### src/rtl/spram_arbiter.sv
// Two-port arbiter for a single-port RAM with an async read path. Port 0 (video) has priority.
// Port 1 (CPU) gets a turn once port 0 has taken MAX_STREAK slots in a row while it waited.
module spram_arbiter #(
  parameter int unsigned ADDR_W     = 16,
  parameter int unsigned DATA_W     = 8,
  parameter int unsigned MAX_STREAK = 4
) (
  input  logic              clock_i,
  input  logic              reset_i,
  input  logic              req0_i,
  input  logic              req1_i,
  input  logic [ADDR_W-1:0] addr0_i,
  input  logic [ADDR_W-1:0] addr1_i,
  input  logic              wr0_i,
  input  logic              wr1_i,
  input  logic [DATA_W-1:0] wdata0_i,
  input  logic [DATA_W-1:0] wdata1_i,
  output logic              ack0_o,
  output logic              ack1_o,
  output logic [DATA_W-1:0] rdata0_o,
  output logic [DATA_W-1:0] rdata1_o,
  output logic              ram_clken_o,
  output logic              ram_wren_o,
  output logic [ADDR_W-1:0] ram_addr_o,
  output logic [DATA_W-1:0] ram_data_o,
  input  logic [DATA_W-1:0] ram_q_i,
  output logic              busy_o
);

  localparam int unsigned StreakW = $clog2(MAX_STREAK + 1);
  localparam logic [StreakW-1:0] StreakMax = StreakW'(MAX_STREAK);

  typedef enum logic [1:0] {StIdle, StAccess, StDone} state_e;

  state_e              state_q;
  logic [StreakW-1:0]  streak_q;
  logic                gnt_q;
  logic                wr_q;
  logic                clken_q;
  logic                ack0_q;
  logic                ack1_q;
  logic [ADDR_W-1:0]   addr_q;
  logic [DATA_W-1:0]   data_q;
  logic [DATA_W-1:0]   rdata0_q;
  logic [DATA_W-1:0]   rdata1_q;
  logic                pick1;

  // Port 1 wins when alone, or when port 0 has used up its streak allowance.
  always_comb begin
    pick1 = req1_i & (~req0_i | (streak_q == StreakMax));
  end

  always_ff @(posedge clock_i) begin
    if (reset_i) begin
      state_q  <= StIdle;
      streak_q <= '0;
      gnt_q    <= 1'b0;
      wr_q     <= 1'b0;
      clken_q  <= 1'b0;
      ack0_q   <= 1'b0;
      ack1_q   <= 1'b0;
      addr_q   <= '0;
      data_q   <= '0;
      rdata0_q <= '0;
      rdata1_q <= '0;
    end else begin
      ack0_q <= 1'b0;
      ack1_q <= 1'b0;
      unique case (state_q)
        StIdle: begin
          if (req0_i | req1_i) begin
            gnt_q   <= pick1;
            wr_q    <= pick1 ? wr1_i : wr0_i;
            addr_q  <= pick1 ? addr1_i : addr0_i;
            data_q  <= pick1 ? wdata1_i : wdata0_i;
            clken_q <= 1'b1;
            state_q <= StAccess;
            if (pick1 || !req1_i) begin
              streak_q <= '0;
            end else if (streak_q != StreakMax) begin
              streak_q <= streak_q + StreakW'(1);
            end
          end else begin
            streak_q <= '0;
          end
        end
        StAccess: begin
          clken_q <= 1'b0;
          state_q <= StDone;
          ack0_q  <= ~gnt_q;
          ack1_q  <= gnt_q;
          if (!wr_q) begin
            if (gnt_q) rdata1_q <= ram_q_i;
            else       rdata0_q <= ram_q_i;
          end
        end
        StDone:  state_q <= StIdle;
        default: state_q <= StIdle;
      endcase
    end
  end

  assign ack0_o      = ack0_q;
  assign ack1_o      = ack1_q;
  assign rdata0_o    = rdata0_q;
  assign rdata1_o    = rdata1_q;
  assign ram_clken_o = clken_q;
  // A reset arriving during ACCESS must not let the RAM write on that same edge.
  assign ram_wren_o  = clken_q & wr_q & ~reset_i;
  assign ram_addr_o  = addr_q;
  assign ram_data_o  = data_q;
  assign busy_o      = (state_q != StIdle);

endmodule
### config.mk
export PLATFORM = sky130hd
export DESIGN_NAME = spram_arbiter
export DESIGN_NICKNAME = d
export VERILOG_FILES = /design/src/rtl/spram_arbiter.sv
export SDC_FILE = /design/constraint.sdc
export NUM_CORES = 1
export LEC_CHECK = 0
export ABC_CLOCK_PERIOD_IN_PS = 1430
export BUFFER_PORTS_ARGS = -buffer_cell sky130_fd_sc_hd__buf_2
export CORE_MARGIN = 2
export CORE_UTILIZATION = 43
export CTS_BUF_LIST = sky130_fd_sc_hd__clkbuf_8 sky130_fd_sc_hd__clkbuf_16
export DETAILED_ROUTE_END_ITERATION = 12
export GPL_TIMING_DRIVEN = 0
export PLACE_DENSITY = 0.78
export SLEW_MARGIN = 0
export SYNTH_ARGS = -nofsm -noshare
export SYNTH_HDL_FRONTEND = slang
export SYNTH_SLANG_ARGS = --single-unit
export TNS_END_PERCENT = 20
### constraint.sdc
create_clock -name clock_i -period 1.43 [get_ports clock_i]
set_input_delay 0.143 -clock clock_i [delete_from_list [all_inputs] [get_ports clock_i]]
set_output_delay 0.143 -clock clock_i [all_outputs]
set_load 0.01 [all_outputs]
; Yosys cells after proc, flatten, opt, wreduce, memory -nomap -nowiden
; Cells that the tools add are included.
[word_totals]
register_bits = 50
input_bits = 62
out_inout_bits = 45
word_cells = 48
[classes]
addsub = 1
n_eq_ne = 5
n_mux = 10
n_bitwise = 10
n_reduce_logical = 11
[ops]
columns = operator, count
row1 = $mux 16, 1
row2 = $mux 3, 3
row3 = $mux 8, 1
row4 = $reduce_and 2->1, 3
row5 = $reduce_and 3->1, 2
row6 = $not 1->1, 5
row7 = $pmux 2 s2, 1
row8 = $reduce_bool 2->1, 2
row9 = $add 3x1->3 const B, 1
row10 = $and 1x1->1, 3
row11 = $eq 3x3->1 const B, 1
row12 = $ne 3x1->1 const B, 1
row13 = $ne 3x3->1 const B, 1
row14 = $eq 2x1->1 const B, 1
row15 = $logic_not 2->1, 1
row16 = $mux 1, 2
row17 = $mux 2, 1
row18 = $ne 2x2->1 const B, 1
row19 = $or 1x1->1, 2
row20 = $pmux 1 s2, 1
row21 = $reduce_or 2->1, 1
row22 = $logic_not 1->1, 1
row23 = $logic_or 1x1->1, 1

; Logic depth before layout (Yosys ltp)
; Gate-level depths: netlist of the first run.
[depth]
depth_word = 6
ltp_mapped = 6
depth_no_buf = 5

; Worst setup path after synthesis of the first run
; No wires, ideal clock.
[synth_timing]
path_type = reg2reg
from = reg streak_q[0]
to = reg addr_q[0], in the netlist ram_addr_o[0]
setup_time_ns = 0.130
t_arrival_ns = 1.441
path_slack_ns = -0.141
stages_incl_launch_ff = 7
n_path_buf = 1
synth_period_minus_slack_ns = 1.571
path_cell_list = dfxtp_1 > inv_1 > ha_1 > a21bo_4 > buf_6 > a2111oi_2 > nor4_1
[synth_between]
elab_chain_cells = 4
[synth_rtl]
columns = item, line_no
row1 = from (decl), 36  ; logic [StreakW-1:0] streak_q;
row2 = from (signal assigned), 81  ; streak_q <= streak_q + StreakW'(1);
row3 = $eq 3x3->1, 50  ; pick1 = req1_i & (~req0_i | (streak_q == StreakMax));
row4 = $or 1x1->1, 50
row5 = $and 1x1->1, 50
row6 = $mux 16, 74  ; addr_q <= pick1 ? addr1_i : addr0_i;
row7 = to (signal assigned), 74
row8 = to (decl), 42  ; logic [ADDR_W-1:0] addr_q;
; Every way passes these cells.
; A chain may end at the register's enable or synchronous reset.

; Worst setup path after layout of the first run
[layout_timing]
from = reg streak_q[0]
to = reg data_q[0], in the netlist ram_data_o[0]
[layout_between]
elab_chain_cells = 4
[layout_rtl]
columns = item, line_no
row1 = $eq 3x3->1, 50
row2 = $or 1x1->1, 50
row3 = $and 1x1->1, 50
row4 = $mux 8, 75  ; data_q <= pick1 ? wdata1_i : wdata0_i;
row5 = to (signal assigned), 75
row6 = to (decl), 43  ; logic [DATA_W-1:0] data_q;
; Every way passes these cells.

==> results.yml, run 1 <==
pwr:
  p_sw_share_pct: 33.8
  sequentialPowerShare_pct: 45.0
  powerDensity_nw_per_um2: 945
  p_leak_nw: 1.43
  intPower_w: 0.00232
  p_comb_share_pct: 29.0
  power_frac_clock_pct: 26.0
  ir_drop_v: 0.000502
  p_switching_w: 0.00119
timing:
  finalSetupViolations: 25
  finalCriticalPeriod_ns: 1.60
  min_period_over_period_pct: 112
  hold_viol: 0
  final.setup_skew_ns: 0.00614
  fin_setup_tns_ns: -2.49
  worst_slack_ns: -0.166
  fmax_ghz: 0.627
  maxSlewViolCount: 0
  rsz0062_at_grt: "yes"
  relSlewSlack_pct: 64.8
  worst_slew_pin_slew_ns: 0.528
flow_run:
  maxCapViolations: 0
critical_path:
  slowest_delay_ns: 0.50
  r2r_end: "ram_data_o[0]$_SDFFE_PP0P_"
  rr_startpoint: "streak_q[0]$_SDFFE_PP0P_"
  cpMaxStageDelayCell: "a2111oi_0"
  critPathKind: "register to register"
  r2r_setup_slack_ns: -0.17
  cp-start-kind: "register"
  path_cells: "inv_2, ha_4, a21bo_4, a2111oi_0, nor4_1"
  r2r_cells: 5
  crit_path_end: "ram_data_o[0]$_SDFFE_PP0P_"
  crit_start: "streak_q[0]$_SDFFE_PP0P_"
  end_kind: "register"
  arrival_ns: 1.79
  path_max_fanout: 6
  required_ns: 1.62
synthesis:
  synth_nets: 322
  synth-seq-cells: 50
  synth_area_um2: 2570
  synth_cell_types: 35
  synth.top_cell.area_share_pct: 38.9
  yosysWarnings: 0
  synth_cells: 258
  yosysMostFrequentCell: "dfxtp_1"
  synth_edf_count: 0
  async_flop_share_pct: 0
  synth_top_area_cell: "dfxtp_1"
  synth_seq_area_share_pct: 38.9
  yosys_most_used_dff: "dfxtp_1"
  synth_commonest_cells: "dfxtp_1, a21oi_1, nor4b_1"
  yosys-top-cells-area: "dfxtp_1, a2111oi_2, nor4b_1"
  synth.avg_cell_area_um2: 9.98
floorplanning:
  fp.dieH_um: 81.4
  die_w_um: 81.4
  die-area_um2: 6620
  core_um2: 5850
  rows: 28
  io_pins: 107
  initial_core_util_pct: 44.0
global_routing:
  antenna_found_initial: 0
  grt_pass1_vias: 2299
  grt_overflow: 0
  grtUsageTotal_pct: 21.1
  grt_pass1_wl_mm: 10.9
  grt_max_degree: 19
cts:
  clock_latency_ns: 0.32
  cts_tree: "built"
  hold_buffers: 0
  clk_path_buf_depth: 2
  cts_buffers: 5
  root_buffer: "clkbuf_8"
  clkSinkCount: 50
  clkTransAtPathRegs_ns: 0.10
  cts_max_level: 2
cells_and_area:
  fin_nets: 442
  stdcell_count: 454
  final_cell_area_um2: 3710
  areaGrowthSynthToFinish_pct: 44.1
  diodes: 0
  utilization_pct: 63.4
  drive_above_1_share_pct: 49.6
placed_design:
  gp_congestion: 0.822
  portBuffers: 105
  placedInstanceArea_um2: 3250
  dp_hpwl_mm: 5.26
  placed_cells: 438
drt:
  vias_per_cell: 5.85
  drtIter0Drc: 157
  drc: 0
  vias: 2657
  wl_per_cell_um: 17.5
  ant_nets: 0
  routed_wl_mm: 7.95
  firstDrtPassIters: 4
outcome:
  violations: "setup timing"
  status: "complete, but fails checks"
min_path:
  hold_path.class: "input port to register"
==> metal layers <==
| layer | vias to the layer above | part of all wire (%) | GRT usage [%] |
|---|---|---|---|
| met5 | - | 0 | 0 |
| met4 | 0 | 1.5 | 7.80 |
| met3 | 10 | 6.5 | 4.22 |
| met2 | 110 | 49 | 32.9 |
| met1 | 1301 | 43 | 28.7 |
| li1 | 1236 | - | - |
==> flip-flops by register name, summed over array words and instances, names as in the netlist <==
signal       cells
rdata1_o         8
ram_clken_o      1
ram_data_o       8
wr_q             1
ram_addr_o      16
streak_q         3
state_q          2
ack0_o           1
gnt_q            1
rdata0_o         8
ack1_o           1
==> power groups by stage <==
stage                     Combinational (W)  Sequential (W)  Clock [W]
final                               0.00102         0.00158   0.000913
after global routing                0.00109         0.00159   0.000975
after CTS                          0.000913         0.00157   0.000917
after detailed placement           0.000855         0.00160          0
after global placement             0.000841         0.00160          0
after floorplan                    0.000501         0.00165          0
==> worst max-delay path, delay by kind of cell, from the launching register on <==
family / cells / cell delay (ns)
adder cells (fa/ha/maj): 1 / 0.18
AND/OR/NAND/NOR: 1 / 0.11
flip-flops: 1 / 0.35
AO/OA/AOI/OAI: 2 / 0.77
buffers and inverters: 1 / 0.05
==> placed cells by master, fill, tap and decap left out, types with 3 or more instances in the layout <==
master	instances
a21oi_1	38
nor4_2	5
nor2_1	11
nand2_1	22
mux2i_1	8
clkbuf_8	5
a2111oi_2	3
nor4b_1	25
a2111oi_4	20
dfxtp_2	5
buf_6	7
buf_2	110
nor4_1	20
dfxtp_1	45
buf_4	13
clkbuf_1	7
==> layout make-up <==
type,count,area (µm²)
Buffer,31,244
Clock buffer,5,68.8
Clock inverter,3,28.8
Fill cell,469,2140
Inverter,3,16.3
Multi-Input combinational cell,175,1640
Sequential cell,50,1010
Tap cell,75,93.8
Timing Repair Buffer,112,613
==> cells by family (layout without fill, tap and decap cells) <==
| kind of cell | Yosys count | in the layout | share of synthesized area [%] |
|---|---|---|---|
| buffers and inverters | 34 | 154 | 9.62 |
| muxes | 8 | 8 | 3.11 |
| DFF | 50 | 50 | 38.9 |
| AOI/OAI and AO/OA | 67 | 68 | 23.8 |
| adders and majority gates | 2 | 2 | 0.972 |
| and+or+nand+nor | 97 | 97 | 23.6 |
==> per-stage QoR <==
step | worst slack (ns) | hold WS, ns | power, W
after global placement | -0.147 | 0.401 | 0.00244
final | -0.166 | 0.0672 | 0.00351
after detailed placement | -0.191 | 0.405 | 0.00246
after global routing | -0.195 | 0.0725 | 0.00365
after CTS | -0.111 | 0.0628 | 0.00340
after floorplan | -0.0146 | 0.279 | 0.00215
==> how the worst min path moves through the flow <==
| stage | startpoint | to | slack, ns | cells past startpoint |
|---|---|---|---|---|
| 6_report | ram_q_i[7] | rdata0_o[7]$_SDFFE_PP0P_ | 0.07 | 3 |
| 5_1_grt | ram_q_i[0] | rdata0_o[0]$_SDFFE_PP0P_ | 0.07 | 3 |
| 4_1_cts | ram_q_i[7] | rdata0_o[7]$_SDFFE_PP0P_ | 0.06 | 3 |
| 3_5_place_dp | ram_q_i[1] | rdata1_o[1]$_SDFFE_PP0P_ | 0.41 | 3 |
| 3_3_place_gp | ram_q_i[7] | rdata1_o[7]$_SDFFE_PP0P_ | 0.40 | 3 |
| 2_1_floorplan | ram_q_i[0] | rdata0_o[0]$_SDFFE_PP0P_ | 0.28 | 2 |
==> what timing repair did <==
action,CTS,global route
setup buffers,2,3
pin swaps,4,14
gates cloned,0,3
endpoints found under the setup margin,28,44
gates resized for setup,15,22
Power figures use the tool's default switching activity.
==> run 2: changes to the inputs <==
- CORE_UTILIZATION: 43 -> 40
- CTS_CLUSTER_DIAMETER: not set -> 30
- PLACE_DENSITY: 0.78 -> 0.73
==> run 2 against run 1 <==
The run still ends with setup timing left. Critical path depth increased by 1. Flip-flop and latch count unchanged. Register-to-register slack improved by 0.04 ns. Non-clock buffer count decreased by 1. Combinational power about the same. First-iteration DRC count decreased by 4.5%. Core utilization decreased by 4.8 points. Clock skew about the same. Highest routed layer unchanged.
==> results.yml, run 2 (synthesis results as in run 1) <==
global_routing:
  grtUsageTotal_pct: 21.8
  grt_max_degree: 19
  grt_overflow: 0
  antenna_found_initial: 0
  grt_pass1_vias: 2578
  grt_pass1_wl_mm: 12.6
drt:
  drc: 0
  wl_per_cell_um: 17.3
  ant_nets: 0
  routed_wl_mm: 7.87
  firstDrtPassIters: 4
  vias_per_cell: 5.60
  drtIter0Drc: 150
  vias: 2547
timing:
  relSlewSlack_pct: 63.6
  final.setup_skew_ns: 0.00598
  min_period_over_period_pct: 109
  finalSetupViolations: 23
  fmax_ghz: 0.641
  finalCriticalPeriod_ns: 1.56
  fin_hold_ws_ns: 0.0721
  rsz0062_at_grt: "yes"
  worst_slew_pin_slew_ns: 0.545
  hold_viol: 0
  maxSlewViolCount: 0
  worst_slack_ns: -0.130
outcome:
  violations: "setup timing"
  status: "complete, but fails checks"
cts:
  clkSinkCount: 50
  clkTransAtPathRegs_ns: 0.11
  hold_buffers: 0
  clock_latency_ns: 0.31
  cts_buffers: 5
  cts_tree: "built"
  cts_max_level: 2
  clk_path_buf_depth: 2
  root_buffer: "clkbuf_8"
critical_path:
  crit_buf_inv: 2
  path_cells: "inv_2, ha_4, a21bo_4, buf_16, a2111oi_4, nor4_1"
  r2r_cells: 6
  r2r_setup_slack_ns: -0.13
  path_max_fanout: 6
  required_ns: 1.62
  path_delay_family: "compound AO/OA/AOI/OAI gates"
  cp-start-kind: "register"
  r2r_end: "ram_addr_o[12]$_SDFFE_PP0P_"
  critPathKind: "register to register"
  end_kind: "register"
  arrival_ns: 1.75
  rr_startpoint: "streak_q[0]$_SDFFE_PP0P_"
  slowest_delay_ns: 0.35
  cpMaxStageDelayCell: "dfxtp_2"
floorplanning:
  die-area_um2: 7100
  core_um2: 6280
  fp.dieH_um: 84.2
  initial_core_util_pct: 41.0
  die_w_um: 84.2
  rows: 29
  io_pins: 107
cells_and_area:
  multi_input_area_um2: 1610
  drive_above_1_share_pct: 48.9
  regArea_um2: 1010
  final_cell_mix: "buf_2, dfxtp_1, a21oi_1"
  fin_nets: 441
  fill_cells: 552
  final_common_cell: "buf_2"
  areaGrowthSynthToFinish_pct: 43.0
  diodes: 0
  largest_reg_flops: 16
  utilization_pct: 58.7
  final_cell_area_um2: 3680
pwr:
  ir_drop_v: 0.000479
  powerDensity_nw_per_um2: 948
  p_leak_nw: 1.42
placed_design:
  placedInstanceArea_um2: 3250
  portBuffers: 105
  dp_hpwl_mm: 5.27
  gp_congestion: 0.804
min_path:
  min_to: "rdata0_o[4]$_SDFFE_PP0P_"
  hold_path.class: "input port to register"
  holdPathStages: 3
  hp-start: "ram_q_i[4]"
flow_run:
  maxCapViolations: 0
## run 2: changes by cell type in the layout (fill, tap and decap cells not counted), moves of 2 or more
cell | previous run | this run
nor4_1 | 20 | 24
nor4_2 | 5 | 1
a2111oi_0 | 2 | 0
a2111oi_2 | 3 | 5
buf_16 | 0 | 2
clkbuf_16 | 2 | 0
## run 2: layer usage
layer	wire (µm)	global-route usage (%)	vias to the layer above
met5	0	0	-
met4	218	8.50	0
met3	422	3.83	20
met2	3900	36.3	101
met1	3330	28.2	1191
li1	-	-	1235
## run 2: what timing repair did
action                     CTS  global route
setup buffers                4             0
gates resized for setup     25            15
pin swaps                   41            11
cloned                       3             0
setup endpoints to repair   29            43
## run 2: area by class of cell
cell class / instances / area share (%)
Tap cell: 77 / 2.62
Inverter: 3 / 0.442
Clock buffer: 5 / 1.87
Multi-Input combinational cell: 175 / 43.6
Clock inverter: 3 / 0.782
Timing Repair Buffer: 111 / 16.6
Buffer: 31 / 6.66
Sequential cell: 50 / 27.4
## run 2: metrics by stage
| step | TNS, ns | worst slack, ns | power [W] | std cells |
|---|---|---|---|---|
| after detailed placement | -2.37 | -0.149 | 0.00247 | 440 |
| final | -1.70 | -0.130 | 0.00349 | 455 |
| after global routing | -2.99 | -0.167 | 0.00364 | 455 |
| after CTS | -1.59 | -0.0959 | 0.00348 | 455 |
| after global placement | -1.82 | -0.105 | 0.00245 | 440 |
| after floorplan | -0.245 | -0.0146 | 0.00215 | 258 |
## run 2: tightest hold or removal path, delay by kind of cell
kind	cells	cell delay (ns)
simple gates	1	0.05
buf+inv	1	0.10
compound gates	1	0.05
## run 2: power breakdown
group | internal [W] | switching, W | total (W) | leakage [nW]
registers | 0.00151 | 0.0000708 | 0.00158 | 0.414
clock network | 0.000367 | 0.000547 | 0.000914 | 0.0506
logic | 0.000444 | 0.000557 | 0.00100 | 0.957
## run 2: worst max-delay path by stage
stage	slack, ns	from	endpoint	cells after the start
after floorplan	-0.01	streak_q[0]$_SDFFE_PP0P_	ram_data_o[6]$_SDFFE_PP0P_	6
after global placement	-0.11	streak_q[0]$_SDFFE_PP0P_	ram_addr_o[3]$_SDFFE_PP0P_	6
after detailed placement	-0.15	streak_q[0]$_SDFFE_PP0P_	ram_addr_o[14]$_SDFFE_PP0P_	6
after CTS	-0.1	streak_q[0]$_SDFFE_PP0P_	ram_addr_o[14]$_SDFFE_PP0P_	6
after global routing	-0.17	streak_q[0]$_SDFFE_PP0P_	ram_addr_o[14]$_SDFFE_PP0P_	6
final	-0.13	streak_q[0]$_SDFFE_PP0P_	ram_addr_o[12]$_SDFFE_PP0P_	6
